==> config.mk <==
export PLATFORM = sky130hd
export DESIGN_NAME = i2c_rd_collector
export DESIGN_NICKNAME = d
export VERILOG_FILES = /design/src/rtl/i2c_rd_collector_pkg.sv /design/src/rtl/i2c_rd_fifo.sv /design/src/rtl/i2c_rd_collector.sv
export SDC_FILE = /design/constraint.sdc
export NUM_CORES = 1
export LEC_CHECK = 0
export ABC_AREA = 0
export CAP_MARGIN = 0
export CORE_ASPECT_RATIO = 1.2
export CORE_MARGIN = 2
export CORE_UTILIZATION = 49
export DETAILED_ROUTE_END_ITERATION = 8
export PLACE_DENSITY = 0.69
export SYNTH_ARGS = -nofsm -noshare
export SYNTH_HDL_FRONTEND = slang
export SYNTH_HIERARCHICAL = 1
export SYNTH_SLANG_ARGS = --single-unit
==> constraint.sdc <==
create_clock -name clk -period 2.8 [get_ports clk]
set_input_delay 0.56 -clock clk [delete_from_list [all_inputs] [get_ports clk]]
set_output_delay 0.56 -clock clk [all_outputs]
set_load 0.05 [all_outputs]
==> src/rtl/i2c_rd_collector_pkg.sv <==
// Shared types for the I2C read collector: FSM encoding and FIFO entry layout.
// Entry layout (MSB..LSB): data[7:0], dom, idx, last = 11 bits.
package i2c_rd_collector_pkg;

  typedef enum logic {
    S_IDLE = 1'b0,
    S_WAIT = 1'b1
  } state_t;

  localparam int unsigned DATA_W = 8;
  localparam int unsigned DOM_W  = 1;
  localparam int unsigned IDX_W  = 1;
  localparam int unsigned LAST_W = 1;

  typedef struct packed {
    logic [DATA_W-1:0] data;
    logic [DOM_W-1:0]  dom;
    logic [IDX_W-1:0]  idx;
    logic [LAST_W-1:0] last;
  } entry_t;

  localparam int unsigned ENTRY_W = $bits(entry_t);

endpackage

==> src/rtl/i2c_rd_fifo.sv <==
// Synchronous show-ahead FIFO. Head word is combinational (zero when empty);
// a push into a full FIFO is only accepted when a pop happens in the same cycle.
module i2c_rd_fifo #(
  parameter int unsigned WIDTH = 11,
  parameter int unsigned DEPTH = 8,
  parameter int unsigned PTR_W = 3
) (
  input  logic             clk,
  input  logic             rst,
  input  logic             push,
  input  logic             pop,
  input  logic [WIDTH-1:0] wdata,
  output logic [WIDTH-1:0] rdata,
  output logic             full,
  output logic             empty,
  output logic [PTR_W:0]   level
);

  logic [WIDTH-1:0] mem [DEPTH];
  logic [PTR_W-1:0] wr_ptr;
  logic [PTR_W-1:0] rd_ptr;
  logic             do_push;
  logic             do_pop;

  assign empty   = (level == '0);
  assign full    = (level == (PTR_W+1)'(DEPTH));
  assign do_pop  = pop && !empty;
  assign do_push = push && (!full || do_pop);
  assign rdata   = empty ? '0 : mem[rd_ptr];

  // Pointer and occupancy tracking; pointers wrap naturally at DEPTH = 2**PTR_W.
  always_ff @(posedge clk) begin
    if (rst) begin
      wr_ptr <= '0;
      rd_ptr <= '0;
      level  <= '0;
    end else begin
      if (do_push) wr_ptr <= wr_ptr + PTR_W'(1);
      if (do_pop)  rd_ptr <= rd_ptr + PTR_W'(1);
      if (do_push && !do_pop)      level <= level + (PTR_W+1)'(1);
      else if (!do_push && do_pop) level <= level - (PTR_W+1)'(1);
    end
  end

  // Storage array; contents are don't-care until written.
  always_ff @(posedge clk) begin
    if (do_push) mem[wr_ptr] <= wdata;
  end

endmodule

==> src/rtl/i2c_rd_collector.sv <==
// Poll sequencer and byte collector for the I2C world top. Issues a start pulse
// every PERIOD idle cycles (when FIFO space allows), tags returned bytes with
// domain/slave index and streams them out through a show-ahead FIFO.
// Optional watchdog in S_WAIT: define I2C_COLL_TIMEOUT_EN.
module i2c_rd_collector
  import i2c_rd_collector_pkg::*;
#(
  parameter int unsigned DEPTH       = 8,
  parameter int unsigned PTR_W       = 3,
  parameter int unsigned FRAME_LEN   = 2,
  parameter int unsigned PERIOD      = 1000,
  parameter int unsigned TIMEOUT_CYC = 200000
) (
  input  logic             clk,
  input  logic             rst,
  input  logic             domain,
  input  logic             poll_en,
  output logic             start,
  input  logic [7:0]       rd_data,
  input  logic             valid,
  input  logic             done,
  output logic [7:0]       out_data,
  output logic [1:0]       out_tag,
  output logic             out_last,
  output logic             out_valid,
  input  logic             out_ready,
  output logic [PTR_W:0]   level,
  output logic [7:0]       drop_cnt,
  output logic             err
);

  localparam int unsigned POLL_W = (PERIOD > 1) ? $clog2(PERIOD) : 1;
  localparam int unsigned IDXC_W = $clog2(FRAME_LEN + 1);
  localparam int unsigned LVL_W  = PTR_W + 1;

  // Reject configurations the design cannot honour.
  if (DEPTH < 2 * FRAME_LEN || PERIOD < 2 || TIMEOUT_CYC < 2 || DEPTH != (1 << PTR_W))
  begin : g_bad_cfg
    $error("i2c_rd_collector: illegal parameter combination");
  end

  state_t             state;
  state_t             state_nxt;
  logic [POLL_W-1:0]  poll_cnt;
  logic [IDXC_W-1:0]  idx;
  logic               dom_q;
  logic               space_ok;
  logic               poll_hit;
  logic               fire;
  logic               timeout;
  logic               push_req;
  logic               drop;
  logic               full;
  logic               empty;
  logic               start_nxt;
  entry_t             wr_entry;
  entry_t             head;
  logic [ENTRY_W-1:0] head_raw;

  assign space_ok = (LVL_W'(DEPTH) - level) >= LVL_W'(FRAME_LEN);
  assign poll_hit = (poll_cnt == POLL_W'(PERIOD - 1));
  assign fire     = (state == S_IDLE) && poll_en && poll_hit && space_ok;
  assign push_req = (state == S_WAIT) && valid && (idx < IDXC_W'(FRAME_LEN));
  assign drop     = (valid && !push_req) || (push_req && full && !out_ready);

`ifdef I2C_COLL_TIMEOUT_EN
  localparam int unsigned WD_W = $clog2(TIMEOUT_CYC);

  logic [WD_W-1:0] wd_cnt;
  logic            err_nxt;

  assign timeout = (state == S_WAIT) && !done && (wd_cnt == WD_W'(TIMEOUT_CYC - 1));

  // Watchdog: cleared on entry to S_WAIT, counts every cycle while waiting.
  always_ff @(posedge clk) begin
    if (rst)                    wd_cnt <= '0;
    else if (fire)              wd_cnt <= '0;
    else if (state == S_WAIT)   wd_cnt <= wd_cnt + WD_W'(1);
  end

  // Registered timeout pulse.
  always_ff @(posedge clk) begin
    if (rst) err <= 1'b0;
    else     err <= err_nxt;
  end
`else
  assign timeout = 1'b0;
  assign err     = 1'b0;
`endif

  // FSM state register.
  always_ff @(posedge clk) begin
    if (rst) state <= S_IDLE;
    else     state <= state_nxt;
  end

  // FSM next-state: poll start leaves idle; done (or watchdog) returns to idle.
  always_comb begin
    state_nxt = state;
    case (state)
      S_IDLE: if (fire) state_nxt = S_WAIT;
      S_WAIT: if (done || timeout) state_nxt = S_IDLE;
      default: state_nxt = S_IDLE;
    endcase
  end

  // FSM outputs, registered below.
  always_comb begin
    start_nxt = 1'b0;
`ifdef I2C_COLL_TIMEOUT_EN
    err_nxt   = 1'b0;
`endif
    case (state)
      S_IDLE: start_nxt = fire;
`ifdef I2C_COLL_TIMEOUT_EN
      S_WAIT: err_nxt   = timeout;
`endif
      default: ;
    endcase
  end

  // Start pulse register.
  always_ff @(posedge clk) begin
    if (rst) start <= 1'b0;
    else     start <= start_nxt;
  end

  // Poll counter: runs in idle while enabled, parks at PERIOD-1 until space frees.
  always_ff @(posedge clk) begin
    if (rst)                                   poll_cnt <= '0;
    else if (state != S_IDLE || !poll_en || fire) poll_cnt <= '0;
    else if (!poll_hit)                        poll_cnt <= poll_cnt + POLL_W'(1);
  end

  // Per-frame domain latch and slave index.
  always_ff @(posedge clk) begin
    if (rst) begin
      dom_q <= 1'b0;
      idx   <= '0;
    end else if (fire) begin
      dom_q <= domain;
      idx   <= '0;
    end else if (push_req) begin
      idx   <= idx + IDXC_W'(1);
    end
  end

  // Saturating count of discarded bytes.
  always_ff @(posedge clk) begin
    if (rst)                          drop_cnt <= '0;
    else if (drop && drop_cnt != 8'hFF) drop_cnt <= drop_cnt + 8'd1;
  end

  assign wr_entry = '{data: rd_data, dom: dom_q, idx: IDX_W'(idx), last: done};

  i2c_rd_fifo #(
    .WIDTH (ENTRY_W),
    .DEPTH (DEPTH),
    .PTR_W (PTR_W)
  ) u_fifo (
    .clk   (clk),
    .rst   (rst),
    .push  (push_req),
    .pop   (out_ready),
    .wdata (wr_entry),
    .rdata (head_raw),
    .full  (full),
    .empty (empty),
    .level (level)
  );

  assign head      = entry_t'(head_raw);
  assign out_data  = head.data;
  assign out_tag   = {head.dom, head.idx};
  assign out_last  = head.last;
  assign out_valid = !empty;

endmodule

==> reports/qor.yml, run 1 <==
status: "finished clean"
synth_simple_gate_area_frac: 0.106
finalCritPeriodShare: 0.939
route.detailed.drc: 0
grt_setup_unrepaired: "false"
maxSlewViolCount: 0
fill_cells: 801
cts_buffer_depth: 2
start_util: 0.497
synth_top_cell_area_share: 0.513
synthAdderAreaFrac: 0.0257
ys_seq_area_frac: 0.653
postCtsHoldBufs: 0
fp.dieH_um: 116
hold_viol: 0
crit_path_cell_trace: "or4b_4 -> o21a_4 -> ha_1 -> inv_1 -> ha_1 -> a21oi_1 -> a211oi_1 -> a31oi_1 -> mux2_2"
required_ns: 3.10
skew_ns: 0.00973
dieArea_um2: 11400
synth_area_um2: 5150
yosys-mux-area-fraction: 0.134
synth_top_family_by_area: "multiplexers"
yosys_register_bits: 124
post_cts_resized: 0
grt_usage: 0.182
cp_max_fo: 8
max_slew_margin: 0.636
place_ws_ns: -0.157
power.leakage_nw: 2.15
syn-num-nets: 366
cpMostUsedCell: "ha_1"
path_clk_slew_ns: 0.05
h-tree-depth: 4
cts_buffers: 17
dp.cells: 523
synthTopCellsByCount: "88 x edfxtp_1, 39 x nor2_1, 36 x dfxtp_1"
synthFlopType: "edfxtp_1"
drt-initial-drc-count: 162
seqCellArea_um2: 3370
synthCells: 341
fin_area_um2: 6340
grt_pass1_wl_mm: 15.4
core_um2: 10400
viasPerCell: 5.39
synth_edf_count: 88
synth_compound_area_frac: 0.0381
synth_most_common_cell: "edfxtp_1"
worst_pin_slew_ns: 0.545
num_vias: 2991
multi_input_area_um2: 1710
ys_async_sr_fraction: 0
power_mw: 5.41
place_area_um2: 5830
routedWlPerCell_um: 17.2
syn_area_per_cell_um2: 15.1
clk_latency_ns: 0.41
gp_congestion: 0.742
power.density_nw_per_um2: 854
synth_area_leader_cell: "edfxtp_1"
cp-start-kind: "flip-flop"
cts_setup_buffers: 0
row_count: 41
area_delta_synth_final_pct: 23.0
synth_cell_types: 50
fin_cells: 555
ant_nets: 0
dpl.hpwl_mm: 6.22
fin_nets: 438
wl_mm: 9.55
portBuffers: 39
layout_setup_ws_ns: 0.171
critPathArrivalTime_ns: 2.92
crit_type: "reg -> reg"
cts_tree: "built"
yosysWarnings: 6
max-vdd-ir-drop_mv: 0.825
fmax_mhz: 380
antenna_found_initial: 0
drtPass1Iterations: 4
min_period_ns: 2.63
cp_slowest_cell: "or4b_4"
cts.sinks: 124
synthXorXnorAreaFrac: 0.0272
drive_above_1_share: 0.232
synth.area.top_cells: "edfxtp_1 51%, dfxtp_1 14%, mux4_2 9.6%"
overflow: 0
first_global_vias: 3039
drv_cap: 0
grt_max_degree: 23
slowest_delay_ns: 0.56
ios: 41
setup_viol: 0
cp-end-kind: "flip-flop"
antenna_cells: 0
hp-class: "reg -> reg"
clockRootBuffer: "clkbuf_16"
die_w_um: 97.6
cell type report:
cell class                 instances  area share
inverter                           9     0.00533
sequential                       124       0.531
multi-input combinational        198       0.269
clock buffer                      28      0.0768
tap                              129      0.0255
timing repair buffer              63      0.0892
clock inverter                     4     0.00296
through the flow:
step / util / TNS [ns] / hold WS [ns]
2_1_floorplan: - / 0 / 0.478
3_3_place_gp: 0.563 / -0.114 / 0.476
3_5_place_dp: 0.563 / -0.157 / 0.489
4_1_cts: 0.612 / 0 / 0.491
5_1_grt: 0.612 / 0 / 0.513
6_report: 0.612 / 0 / 0.494
path summary, 6_finish.rpt:
check	start	to	slack (ns)	cells after the start
worst max-delay path	u_fifo/level[0]	u_fifo/level[3]	0.17	9
worst min-delay path	drop_cnt[1]	drop_cnt[1]	0.49	2
worst max register to register	u_fifo/level[0]	u_fifo/level[3]	0.17	9
worst min register to register	drop_cnt[1]	drop_cnt[1]	0.49	2
flip-flops by register name, summed over array words and instances (netlist names), named ones only:
register,cells
u_fifo/mem,88
poll_cnt,10
drop_cnt,8
u_fifo/level,4
u_fifo/rd_ptr,3
u_fifo/wr_ptr,3
idx,2
dom_q,1
start,1
state,1
cells by family after synthesis:
family | after synthesis
flops | 124
simple gates | 104
mux | 41
compound gates | 26
buf+inv | 19
xor+xnor | 16
fa+ha+maj | 10
other cells | 1
layer usage:
layer / share of wire / up-vias / track usage
met4: 0.012 / 0 / 0.0815
met5: 0 / - / 0
met2: 0.53 / 60 / 0.320
met3: 0.035 / 9 / 0.0503
li1: - / 1446 / -
met1: 0.42 / 1476 / 0.212
power breakdown:
part           internal, mW  switching [mW]
clock network          1.17           0.687
logic                 0.564           0.933
registers              2.01          0.0571
worst max-delay path, delay by kind of cell (launching register included):
kind,cells,cell delay [ns]
buf+inv,1,0.10
fa+ha+maj,2,0.46
flops,1,0.37
compound gates,4,0.67
simple gates,1,0.56
mux,1,0.35
placed cells by master, fill, tap and decap left out, drive strengths merged, types with 3 or more instances in the layout:
cell type and n:
clkinv 5, a21oi 8, ha 9, xor2 7, mux2i 17, dfxtp 36
inv 8, nor2 39, o21ai 4, buf 36, nand3 7, clkbuf 28
nand2 13, nand2b 6, nor3 17, clkdlybuf4s50 27, a211oi 3, or2 3
mux4 22, nand4 4, xnor2 9, edfxtp 88, nor2b 6
(Power assumes the default switching activity.)
==> run 2: changes to the inputs <==
Settings changed: CORE_ASPECT_RATIO 1.2 to 2.
==> run 2 against run 1 <==
Effect of this change:
- worst setup slack worse by 0.046 ns
- total power is 3.2% higher
- sequential share of layout area is 0.23 points lower
- largest power group unchanged
==> reports/qor.yml, run 2 (synthesis results as in run 1) <==
drtPass1Iterations: 4  # unchanged
num_vias: 3114  # +4.1%
overflow: 0  # unchanged
antenna_found_initial: 0  # unchanged
viasPerCell: 5.55  # +3.0%
place_area_um2: 5820  # -0.30%
routedWlPerCell_um: 18.1  # +5.2%
power.density_nw_per_um2: 877  # +2.7%
fmax_mhz: 374  # -1.7%
power.leakage_nw: 2.15  # about the same
h-tree-depth: 4  # unchanged
max_slew_margin: 0.649  # +0.0131
start_util: 0.498  # +0.000842
seqCellArea_um2: 3370  # unchanged
cp_slowest_cell: "or4b_4"
row_count: 53  # +29%
wl_mm: 10.2  # +6.4%
antenna_cells: 0  # unchanged
clockRootBuffer: "clkbuf_16"
drv_cap: 0  # unchanged
min_period_ns: 2.67  # +0.0457 ns
drt-initial-drc-count: 151  # -6.8%
gp_congestion: 0.751  # +1.1%
clk_latency_ns: 0.41  # about the same
largest-register: "u_fifo/mem"
cts_buffers: 17  # unchanged
hold_viol: 0  # unchanged
cts_tree: "built"
whs_ns: 0.502  # +0.00827 ns
critPathArrivalTime_ns: 2.97  # +0.05 ns
grt_usage: 0.197  # +0.0147
path_clk_slew_ns: 0.06  # about the same
route.detailed.drc: 0  # unchanged
required_ns: 3.09  # about the same
ant_nets: 0  # unchanged
die_w_um: 76.5  # -22%
multi_input_area_um2: 1710  # +0.22%
final_cell_mix: "88 x edfxtp_1, 39 x nor2_1, 33 x dfxtp_1, 33 x buf_4, 27 x clkdlybuf4s50_1"
status: "finished clean"
fin_nets: 436  # -0.46%
cp-end-kind: "flip-flop"
postCtsHoldBufs: 0  # unchanged
cp-start-kind: "flip-flop"
slowest_delay_ns: 0.57  # about the same
dieArea_um2: 11400  # +0.41%
fp.dieH_um: 149  # +28%
cts_buffer_depth: 2  # unchanged
largest_reg_flops: 88  # unchanged
dpl.hpwl_mm: 6.41  # +3.0%
final_common_cell: "edfxtp_1"
fill_cells: 826  # +3.1%
cpMostUsedCell: "ha_1"
worst_pin_slew_ns: 0.524  # -0.0206 ns
grt_pass1_wl_mm: 16.7  # +8.5%
area_delta_synth_final_pct: 23.6
core_um2: 10300  # -0.17%
crit_path_cell_trace: "or4b_4 -> o21a_4 -> ha_1 -> inv_2 -> ha_1 -> a21oi_2 -> a211oi_1 -> a31oi_1 -> mux2_2"
skew_ns: 0.00805  # -0.00168 ns
first_global_vias: 3207  # +5.5%
reg.largest.list: "u_fifo/mem: 88 flops, poll_cnt: 10 flops, drop_cnt: 8 flops"
crit_type: "reg -> reg"
portBuffers: 39  # unchanged
fin_area_um2: 6370  # +0.43%
cp_max_fo: 8  # unchanged
maxSlewViolCount: 0  # unchanged
finalCritPeriodShare: 0.955  # +0.0163
cts.sinks: 124  # unchanged
ios: 41  # unchanged
setup_viol: 0  # unchanged
hp-class: "reg -> reg"
grt_max_degree: 23  # unchanged
max-vdd-ir-drop_mv: 0.653  # -21%
drive_above_1_share: 0.248  # +0.0152
==> run 2: changes by cell type in the layout (fill, tap and decap cells not counted), moves of 2 or more <==
cell,previous run,this run
inv_6,0,4
clkbuf_1,9,0
clkinvlp_4,0,3
clkinv_1,2,5
clkbuf_8,2,0
==> run 2: per-layer routing <==
layer	vias up	GRT usage	part of all wire
met2	81	0.331	0.54
met5	-	0	0
li1	1442	-	-
met1	1573	0.240	0.39
met4	0	0.0809	0.015
met3	18	0.0545	0.047
==> run 2: what timing repair did <==
item                       4_1_cts  5_1_grt
resized for setup                0        2
setup buffers                    0        0
setup endpoints to repair        0        1
hold endpoints to repair         0        0
==> run 2: where the power goes <==
group	total [mW]	switching [mW]	leakage [nW]	internal [mW]
Sequential	2.06	0.0557	1.11	2.00
Clock	1.99	0.781	0.260	1.21
Combinational	1.53	0.963	0.786	0.569
==> run 2: path summary, 6_finish.rpt <==
path / from / end / slack (ns) / cells past startpoint
max: u_fifo/level[0] / u_fifo/level[3] / 0.13 / 9
min: drop_cnt[7] / drop_cnt[7] / 0.50 / 1
max reg2reg: u_fifo/level[0] / u_fifo/level[3] / 0.13 / 9
min reg2reg: drop_cnt[7] / drop_cnt[7] / 0.50 / 1
==> run 2: critical path: cells and delay by family (launching register included) <==
kind	cells	cell delay, ns
simple gates	1	0.57
flops	1	0.37
compound gates	4	0.68
buf+inv	1	0.09
mux	1	0.34
fa+ha+maj	2	0.49
==> run 2: area by class of cell <==
class	count	area share
Sequential cell	124	0.529
Multi-Input combinational cell	198	0.269
Timing Repair Buffer	61	0.0845
Clock buffer	17	0.0668
Tap cell	137	0.0269
Clock inverter	15	0.0191
Inverter	9	0.00531
==> run 2: metrics by stage <==
stage               power (mW)   TNS, ns  instances  setup WS, ns  utilization
floorplan                 3.16         0        341        0.0478            -
global placement          3.59  -0.00975        529      -0.00975        0.562
detailed placement        3.62    -0.155        529        -0.155        0.562
CTS                       5.63         0        561        0.0511        0.615
global route              5.83   -0.0217        561       -0.0217        0.616
finish                    5.58         0        561         0.125        0.616
